### src/rtl/lsu_mem_stage.sv
// ---------------------------------------------------------------------------
// lsu_mem_stage
//
// Memory-stage load/store unit. It takes one valid load or store from the
// EX/MEM register and runs it as a single req/ack transaction on the data bus.
// Store data is lane-replicated and byte-masked. Load data is lane-selected
// and then sign- or zero-extended. The pipeline is stalled while the access is
// in flight. Misaligned accesses are rejected without a bus request.
//
// Optional feature: define LSU_TIMEOUT_EN to abort a REQ that gets no ack
// within TIMEOUT_CYCLES cycles (o_bus_err pulse). When it is not defined, REQ
// waits for ack indefinitely and o_bus_err is tied low.
//
// Ports:
//   i_clk, i_reset        clock (rising edge), synchronous active-high reset
//   i_insn_vld            MEM-stage instruction valid
//   i_mem_wren/_rden      store / load request (both set -> store)
//   i_sl_sel[2:0]         000 B, 001 H, 010 W, 100 BU, 101 HU
//   i_addr, i_st_data     byte address, store operand
//   o_stall               freeze upstream pipeline registers
//   o_dmem_*              data bus request, write enable, word address,
//                         byte enables and write data
//   i_dmem_ack/_rdata     bus accept and read word (valid with ack)
//   o_ld_data, o_ld_vld   extended load result, one-cycle valid pulse
//   o_misalign            one-cycle pulse, misaligned access rejected
//   o_bus_err             one-cycle pulse, bus timeout
// ---------------------------------------------------------------------------
module lsu_mem_stage #(
    parameter int unsigned TIMEOUT_CYCLES = 255
) (
    input  logic        i_clk,
    input  logic        i_reset,
    input  logic        i_insn_vld,
    input  logic        i_mem_wren,
    input  logic        i_mem_rden,
    input  logic [2:0]  i_sl_sel,
    input  logic [31:0] i_addr,
    input  logic [31:0] i_st_data,
    output logic        o_stall,
    output logic        o_dmem_req,
    output logic        o_dmem_we,
    output logic [31:0] o_dmem_addr,
    output logic [3:0]  o_dmem_be,
    output logic [31:0] o_dmem_wdata,
    input  logic        i_dmem_ack,
    input  logic [31:0] i_dmem_rdata,
    output logic [31:0] o_ld_data,
    output logic        o_ld_vld,
    output logic        o_misalign,
    output logic        o_bus_err
);

    if (TIMEOUT_CYCLES < 1 || TIMEOUT_CYCLES > 255) begin : g_tmo_range
        $error("lsu_mem_stage: TIMEOUT_CYCLES must be in 1..255");
    end

    typedef enum logic [1:0] {StIdle, StReq, StDone} state_e;

    state_e      state_q;
    logic        req_q;
    logic        we_q;
    logic [29:0] waddr_q;
    logic [3:0]  be_q;
    logic [31:0] wdata_q;
    logic [2:0]  sl_sel_q;
    logic [1:0]  off_q;
    logic [31:0] ld_data_q;
    logic        ld_vld_q;
    logic        misalign_q;

    logic        start;
    logic        misaligned;
    logic        timeout_hit;
    logic [3:0]  st_be;
    logic [31:0] st_wdata;
    logic [31:0] ld_lane;
    logic [31:0] ld_ext;

    assign start = i_insn_vld & (i_mem_rden | i_mem_wren);

    // Size is sl_sel[1:0]; bit 2 only selects zero-extension for loads.
    assign misaligned = ((i_sl_sel[1:0] == 2'b01) & i_addr[0]) |
                        (i_sl_sel[1] & (i_addr[1:0] != 2'b00));

    // Store lane alignment: replicate the operand into every lane and let the
    // byte enables pick the addressed one(s).
    always_comb begin
        st_be    = 4'b1111;
        st_wdata = i_st_data;
        case (i_sl_sel[1:0])
            2'b00: begin
                st_be    = 4'b0001 << i_addr[1:0];
                st_wdata = {4{i_st_data[7:0]}};
            end
            2'b01: begin
                st_be    = 4'b0011 << {i_addr[1], 1'b0};
                st_wdata = {2{i_st_data[15:0]}};
            end
            default: begin
                st_be    = 4'b1111;
                st_wdata = i_st_data;
            end
        endcase
    end

    // Load lane select and extension, using the offset captured at start.
    assign ld_lane = i_dmem_rdata >> {off_q, 3'b000};

    always_comb begin
        ld_ext = ld_lane;
        case (sl_sel_q[1:0])
            2'b00: ld_ext = sl_sel_q[2] ? {24'h000000, ld_lane[7:0]}
                                        : {{24{ld_lane[7]}}, ld_lane[7:0]};
            2'b01: ld_ext = sl_sel_q[2] ? {16'h0000, ld_lane[15:0]}
                                        : {{16{ld_lane[15]}}, ld_lane[15:0]};
            default: ld_ext = ld_lane;
        endcase
    end

`ifdef LSU_TIMEOUT_EN
    localparam logic [7:0] TmoLimit = 8'(TIMEOUT_CYCLES - 1);

    logic [7:0] tmo_cnt_q;
    logic       bus_err_q;

    // tmo_cnt_q counts completed ack-less REQ cycles, so the REQ cycle in
    // which it equals TIMEOUT_CYCLES-1 is the last one allowed.
    assign timeout_hit = (state_q == StReq) && !i_dmem_ack && (tmo_cnt_q == TmoLimit);

    always_ff @(posedge i_clk) begin
        if (i_reset) begin
            tmo_cnt_q <= 8'd0;
            bus_err_q <= 1'b0;
        end else begin
            bus_err_q <= timeout_hit;
            // Held at zero outside REQ, so it is clear on every REQ entry.
            if (state_q != StReq) begin
                tmo_cnt_q <= 8'd0;
            end else if (!i_dmem_ack) begin
                tmo_cnt_q <= tmo_cnt_q + 8'd1;
            end
        end
    end

    assign o_bus_err = bus_err_q;
`else
    assign timeout_hit = 1'b0;
    assign o_bus_err   = 1'b0;
`endif

    always_ff @(posedge i_clk) begin
        if (i_reset) begin
            state_q    <= StIdle;
            req_q      <= 1'b0;
            we_q       <= 1'b0;
            waddr_q    <= 30'd0;
            be_q       <= 4'b0000;
            wdata_q    <= 32'd0;
            sl_sel_q   <= 3'b000;
            off_q      <= 2'b00;
            ld_data_q  <= 32'd0;
            ld_vld_q   <= 1'b0;
            misalign_q <= 1'b0;
        end else begin
            ld_vld_q   <= 1'b0;
            misalign_q <= 1'b0;
            case (state_q)
                StIdle: begin
                    misalign_q <= start & misaligned;
                    if (start && !misaligned) begin
                        req_q    <= 1'b1;
                        we_q     <= i_mem_wren;
                        waddr_q  <= i_addr[31:2];
                        be_q     <= st_be;
                        wdata_q  <= st_wdata;
                        sl_sel_q <= i_sl_sel;
                        off_q    <= i_addr[1:0];
                        state_q  <= StReq;
                    end
                end
                StReq: begin
                    // Ack takes priority over a timeout in the same cycle.
                    if (i_dmem_ack) begin
                        if (!we_q) begin
                            ld_data_q <= ld_ext;
                            ld_vld_q  <= 1'b1;
                        end
                        req_q   <= 1'b0;
                        state_q <= StDone;
                    end else if (timeout_hit) begin
                        ld_data_q <= 32'd0;
                        req_q     <= 1'b0;
                        state_q   <= StDone;
                    end
                end
                StDone: begin
                    state_q <= StIdle;
                end
                default: begin
                    req_q   <= 1'b0;
                    state_q <= StIdle;
                end
            endcase
        end
    end

    // The stall must rise in the start cycle itself, hence the IDLE term.
    assign o_stall      = ((state_q == StIdle) & start & ~misaligned) | req_q;
    assign o_dmem_req   = req_q;
    assign o_dmem_we    = we_q;
    assign o_dmem_addr  = {waddr_q, 2'b00};
    assign o_dmem_be    = be_q;
    assign o_dmem_wdata = wdata_q;
    assign o_ld_data    = ld_data_q;
    assign o_ld_vld     = ld_vld_q;
    assign o_misalign   = misalign_q;

endmodule

### config.mk
export PLATFORM = sky130hd
export DESIGN_NAME = lsu_mem_stage
export DESIGN_NICKNAME = d
export VERILOG_FILES = /design/src/rtl/lsu_mem_stage.sv
export SDC_FILE = /design/constraint.sdc
export NUM_CORES = 1
export LEC_CHECK = 0
export ABC_AREA = 1
export BUFFER_PORTS_ARGS = -buffer_cell sky130_fd_sc_hd__buf_2
export CAP_MARGIN = 20
export CORE_MARGIN = 2
export CORE_UTILIZATION = 48
export CTS_CLUSTER_SIZE = 12
export DETAILED_ROUTE_END_ITERATION = 12
export GPL_TIMING_DRIVEN = 0
export PLACE_DENSITY = 0.87
export SYNTH_ARGS = -nofsm -noshare
export SYNTH_HDL_FRONTEND = slang
export SYNTH_SLANG_ARGS = --single-unit
### constraint.sdc
create_clock -name i_clk -period 1.5 [get_ports i_clk]
set_input_delay 0.225 -clock i_clk [delete_from_list [all_inputs] [get_ports i_clk]]
set_output_delay 0.225 -clock i_clk [all_outputs]
set_load 0.005 [all_outputs]
# Word level (Yosys, flattened, before mapping)
# Index checks and enable logic that the tools add are counted.
[totals]
mem_bits_ro = 0
latchBits = 0
memories = 0
inputBits = 105
elab_cells = 59
ram_bits = 0
reg_bits = 109
[op_classes]
mux = 12
magnitude_cmp = 0
multipliers = 0
shift = 3
bitwise = 15
n_div = 0
n_addsub = 0
eq_ne = 6
reduce_logical = 12
[ops]
columns = ["operator", "count"]
rows = [
  ["32-bit one-hot mux with 2 select lines", 2],
  ["32-bit two-way mux", 2],
  ["32-bit by 5-bit >> shifter with 32-bit output", 1],
  ["4-bit one-hot mux with 2 select lines", 1],
  ["1-bit bitwise AND", 6],
  ["2-bit by 1-bit == test with 1-bit output (second input constant)", 3],
  ["2-bit zero test", 3],
  ["1-bit NOT", 6],
  ["3-bit AND reduction", 2],
  ["2-bit two-way mux", 2],
  ["2-bit != test (second input constant)", 2],
  ["2-bit one-hot mux with 2 select lines", 1],
  ["2-bit AND reduction", 2],
  ["1-bit by 2-bit left shift with 4-bit output (first input constant)", 1],
  ["2-bit by 2-bit left shift with 4-bit output (first input constant)", 1],
  ["1-bit two-way mux", 3],
  ["1-bit OR", 3],
  ["1-bit one-hot mux with 3 select lines", 1],
  ["3-bit OR reduction", 1],
  ["2-bit == test (second input constant)", 1],
  ["2-bit nonzero test", 1],
  ["2-bit OR reduction", 1],
  ["1-bit logical AND", 1],
  ["1-bit zero test", 1],
]

# Logic depth before layout (Yosys ltp)
[depth]
word_depth = 7
depth_mapped = 11
mapped_depth_nobuf = 9

# Worst setup path before layout
# No wires, ideal clock.
[synth_path]
path_type = "reg2reg"
start = "register state_q[1]"
end = "register ld_data_q[10] (netlist: o_ld_data[10])"
setup_time_ps = 109
stages_incl_launch_ff = 12
setup_slack_ps = 224
arrival_ps = 1167
cell_sequence = "dfxtp_1 > inv_1 > nand2_1 > inv_1 > nand2_2 > inv_2 > buf_4 > buf_4 > nor2_1 > nor2_1 > nand2_1 > inv_1"
[synth_via]
elab_chain_cells = 2
[synth_lines]
columns = ["element", "line_no", "source"]
rows = [
  ["start: declaration", "59", "state_e state_q;"],
  ["start signal: assignment", "153", "state_q <= StIdle;"],
  ["start signal: assignment", "178", "state_q <= StReq;"],
  ["start signal: assignment", "189", "state_q <= StDone;"],
  ["2-bit by 1-bit == test with 1-bit output", "167", "case (state_q)"],
  ["3-bit AND reduction (no source line)", "n/a", ""],
  ["end signal: assignment", "185", "ld_data_q <= ld_ext;"],
  ["end: declaration", "67", "logic [31:0] ld_data_q;"],
]
# No other way between the ends.
# A chain may end at the register's enable or synchronous reset.

# Final worst setup path
[layout_path]
start = "register state_q[0]"
end = "output port o_stall"
[layout_via]
elab_chain_cells = 4
[layout_lines]
columns = ["element", "line_no", "source"]
rows = [
  ["2-bit zero test", "208", "assign o_stall = ((state_q == StIdle) & start & ~misaligned) | req_q;"],
  ["1-bit bitwise AND (2 in a row)", "208", ""],
  ["1-bit OR", "208", ""],
  ["end: declaration", "39", "output logic o_stall,"],
]
# No other way between the ends.

==> results.py <==
metrics = {
    "worst_setup_path": {
        "reg2reg_depth": 8,
        "cp.depth": 6,
        "timing.critical_path.fanout_max": 3,
        "r2r_setup_slack_ps": 90,
        "cpLargestDelayFamily": "flip-flops",
        "startpoint": "state_q[0]$_SDFFE_PP0P_",
        "crit_slowest_cell": "sky130_fd_sc_hd__dfxtp_2",
        "startpoint_class": "flip-flop",
        "critical_path.endpoint": "o_stall",
        "timing_worst_setup_path_type": "reg2out",
        "critPathCaptureType": "output pin",
        "timing.critical_path.arrival_ps": 1220,
        "path_buf_inv": 2,
        "timing.critical_path.cells": "nor2_2 > nand3_2 > inv_2 > nand2_4 > nand2_2 > buf_6",
        "cp_slowest_stage_delay_ps": 350,
        "crit-reg2reg-launch": "sl_sel_q[1]$_SDFFE_PP0P_",
        "cp.required_ps": 1270,
        "critical_path.reg2reg.endpoint": "o_ld_data[29]$_SDFFE_PP0P_",
    },
    "sta": {
        "skew_ps": 14.5,
        "max_freq_ghz": 0.690,
        "finalCriticalPeriod_ps": 1450,
        "finalSetupViolCount": 0,
        "worst_slack_ps": 50.4,
        "final.hold.worst_slack_ps": 62.0,
        "final.setup.tns_ps": 0,
        "period_share": 0.966,
        "grt_setup_unrepaired": "true",
        "worst_slew_pin_slew_ps": 521,
        "slew_viol_final": 0,
        "timing.slew.headroom": 0.652,
        "finalHoldViolations": 0,
    },
    "drt": {
        "final_routed_wire_length_divided_by_cell_count_microns": 13.9,
        "ant_nets": 0,
        "first_pass_iters": 5,
        "detail_route.wirelength_microns": 15800,
        "drt_iter0_drc": 379,
        "routed-via-count": 5714,
        "route.detailed.drc": 0,
        "route.detailed.vias_per_inst": 5.03,
    },
    "power": {
        "p_leak_nw": 3.64,
        "clkPwrFrac": 0.319,
        "p_sw_frac": 0.298,
        "combinationalPowerShare": 0.197,
        "power-per-cell-area_nw_per_um2": 983,
        "power_frac_seq": 0.484,
        "power.ir.vdd_worst_uv": 512,
        "report.power.total_mw": 6.55,
        "p_int_mw": 4.60,
        "switching_power_mw": 1.95,
    },
    "synth": {
        "synth_top_family_by_area": "simple AND/OR/NAND/NOR gates",
        "yosysUniqueCellTypes": 26,
        "syn_area_sq_um": 5090,
        "synth_mux_area_frac": 0,
        "yosys_register_bits": 109,
        "synth.yosys.warnings": 0,
        "synth_compound_gate_area_share": 0.125,
        "post_synthesis_share_of_cell_area_spent_on_full_adders_half_adders_and_majority_gates": 0,
        "postSynthCellCount": 773,
        "syn_avg_cell_area_sq_um": 6.59,
        "synthSimpleGateAreaFrac": 0.346,
        "synth.yosys.seq_area_share": 0.428,
        "yosys.area_share.xor_xnor": 0,
    },
    "clock_tree": {
        "clock_sinks": 109,
        "cts_tree": "yes",
        "hold_bufs_inserted_after_cts": 0,
        "clock_tree.root_cell": "sky130_fd_sc_hd__clkbuf_8",
        "path_clk_slew_ps": 120,
        "numCtsBuffers": 9,
        "clk_path_buf_depth": 2,
        "htree_levels": 3,
        "clock_insertion_delay_worst_skew_ps": 380,
    },
    "global_routing": {
        "grt_antenna_before_repair": 0,
        "grt_remaining_overflow": 0,
        "grt_first_pass_wirelength_microns": 25000,
        "grt_max_degree": 21,
        "globalRouteTotalUtil": 0.274,
        "first_global_vias": 5325,
    },
    "placement": {
        "detailedPlace.worstSlack_ps": -112,
        "placed_cells_incl_taps": 1117,
        "io_buffers": 206,
        "placedInstanceArea_sq_um": 6300,
        "gpl.final_weighted_congestion": 0.932,
        "hpwl_microns": 12000,
    },
    "cells_and_area": {
        "post-route-util": 0.645,
        "num_antenna_cells": 0,
        "finish.cell_count_without_fillers": 1136,
        "layout.cell_area.non_filler_sq_um": 6660,
        "area.growth.synth_to_final_pct": 30.7,
        "drive_gt1_frac": 0.294,
        "design.final.nets": 1100,
    },
    "status": {
        "run_status": "complete, no violations",
    },
    "floorplanning": {
        "initial_utilization": 0.493,
        "core_area_sq_um": 10300,
        "fp-row-count": 37,
        "fp.dieW_microns": 107,
        "fp.dieH_microns": 107,
        "die-area_sq_um": 11500,
        "boundaryPins": 211,
    },
    "job": {
        "cap_violations": 0,
    },
    "hold_path": {
        "holdCritPathClass": "in2reg",
    },
}
worst min-delay path by stage:
stage	from	to	depth (start not counted)
floorplan	i_addr[2]	waddr_q[0]$_SDFFE_PP0P_	2
global placement	i_addr[14]	waddr_q[12]$_SDFFE_PP0P_	3
detailed placement	o_dmem_wdata[3]$_SDFFE_PP0P_	o_dmem_wdata[3]$_SDFFE_PP0P_	2
CTS	i_addr[9]	waddr_q[7]$_SDFFE_PP0P_	3
global route	i_addr[15]	waddr_q[13]$_SDFFE_PP0P_	3
finish	i_addr[9]	waddr_q[7]$_SDFFE_PP0P_	3
cell type report:
class,instances,area [sq um]
Timing Repair Buffer,210,1070
Clock buffer,9,124
Inverter,59,224
Clock inverter,7,114
Buffer,51,318
Fill cell,970,3660
Multi-Input combinational cell,555,2460
Sequential cell,109,2180
Tap cell,136,170
cell usage in the layout (no fill, tap or decap), drive strengths merged, types with 7 or more instances in the layout:
| cell type | Yosys | routed |
|---|---|---|
| nand2 | 176 | 176 |
| o211ai | 14 | 14 |
| inv | 59 | 62 |
| buf | 32 | 240 |
| nand3 | 56 | 56 |
| dfxtp | 109 | 109 |
| clkbuf | 20 | 30 |
| o21a | 7 | 7 |
| nor2 | 194 | 194 |
| o21ai | 70 | 70 |
| a21oi | 25 | 25 |
| or2 | 7 | 7 |
worst reg2reg max path, cell delays in order, from the launching register on:
cell and delay, ps:
sky130_fd_sc_hd__dfxtp_1 340, sky130_fd_sc_hd__inv_1 120, sky130_fd_sc_hd__nand2_2 150, sky130_fd_sc_hd__nor2_1 170, sky130_fd_sc_hd__nand3_2 170, sky130_fd_sc_hd__buf_4 210, sky130_fd_sc_hd__nand3_1 90, sky130_fd_sc_hd__nand2_1 50
sky130_fd_sc_hd__inv_1 50
layer usage:
layer | GRT usage | up-vias | wire [microns]
met2 | 0.462 | 267 | 7520
met5 | 0 | - | 0
met1 | 0.343 | 2560 | 6470
li1 | - | 2858 | -
met3 | 0.0602 | 29 | 1420
met4 | 0.101 | 0 | 360
cell usage after synthesis:
cell / number / area (sq um)
sky130_fd_sc_hd__buf_2: 16 / 80.1
sky130_fd_sc_hd__nand3_2: 1 / 10.0
sky130_fd_sc_hd__nor2_1: 191 / 717
sky130_fd_sc_hd__nor3_1: 2 / 10.0
sky130_fd_sc_hd__inv_1: 56 / 210
sky130_fd_sc_hd__nand2_2: 1 / 6.26
sky130_fd_sc_hd__nand4_2: 1 / 12.5
sky130_fd_sc_hd__nand2_4: 1 / 11.3
sky130_fd_sc_hd__nand2_1: 174 / 653
sky130_fd_sc_hd__buf_4: 11 / 82.6
sky130_fd_sc_hd__nand3_1: 55 / 275
sky130_fd_sc_hd__buf_1: 1 / 3.75
sky130_fd_sc_hd__a21oi_2: 1 / 8.76
sky130_fd_sc_hd__o21a_1: 7 / 52.6
sky130_fd_sc_hd__nor2_2: 2 / 12.5
sky130_fd_sc_hd__clkbuf_1: 20 / 75.1
sky130_fd_sc_hd__o21ai_1: 25 / 125
sky130_fd_sc_hd__o21ai_0: 45 / 225
sky130_fd_sc_hd__or2_2: 7 / 43.8
sky130_fd_sc_hd__nor2_4: 1 / 11.3
sky130_fd_sc_hd__conb_1: 1 / 3.75
sky130_fd_sc_hd__buf_6: 4 / 45.0
sky130_fd_sc_hd__a21oi_1: 24 / 120
sky130_fd_sc_hd__inv_2: 3 / 11.3
sky130_fd_sc_hd__dfxtp_1: 109 / 2180
sky130_fd_sc_hd__o211ai_1: 14 / 105
cells by family (layout without fill, tap and decap cells):
family,after synthesis,in the layout
other,1,3
and+or+nand+nor,436,436
DFF,109,109
AOI/OAI and AO/OA,116,116
buffers and inverters,111,336
power by group through the flow:
| stage | sequential [mW] | combinational, mW | clock, mW |
|---|---|---|---|
| final | 3.17 | 1.29 | 2.09 |
| after global routing | 3.19 | 1.44 | 2.23 |
| after CTS | 3.17 | 1.24 | 2.11 |
| after detailed placement | 3.23 | 1.23 | 0 |
| after global placement | 3.23 | 1.21 | 0 |
| after floorplan | 3.25 | 0.679 | 0 |
flip-flops by register name, indices dropped and copies added (netlist names):
| register | cells |
|---|---|
| o_dmem_req | 1 |
| state_q | 2 |
| o_dmem_we | 1 |
| o_dmem_wdata | 32 |
| o_ld_vld | 1 |
| off_q | 2 |
| o_misalign | 1 |
| o_ld_data | 32 |
| sl_sel_q | 3 |
| o_dmem_be | 4 |
| waddr_q | 30 |
what timing repair did:
action                     4_1_cts  5_1_grt
pin swaps                        1        3
setup endpoints to repair        2       98
resized for setup                3       44
gates cloned                     0        0
buffers inserted                 1        3
Note: power is estimated with default switching activity, not from simulation.
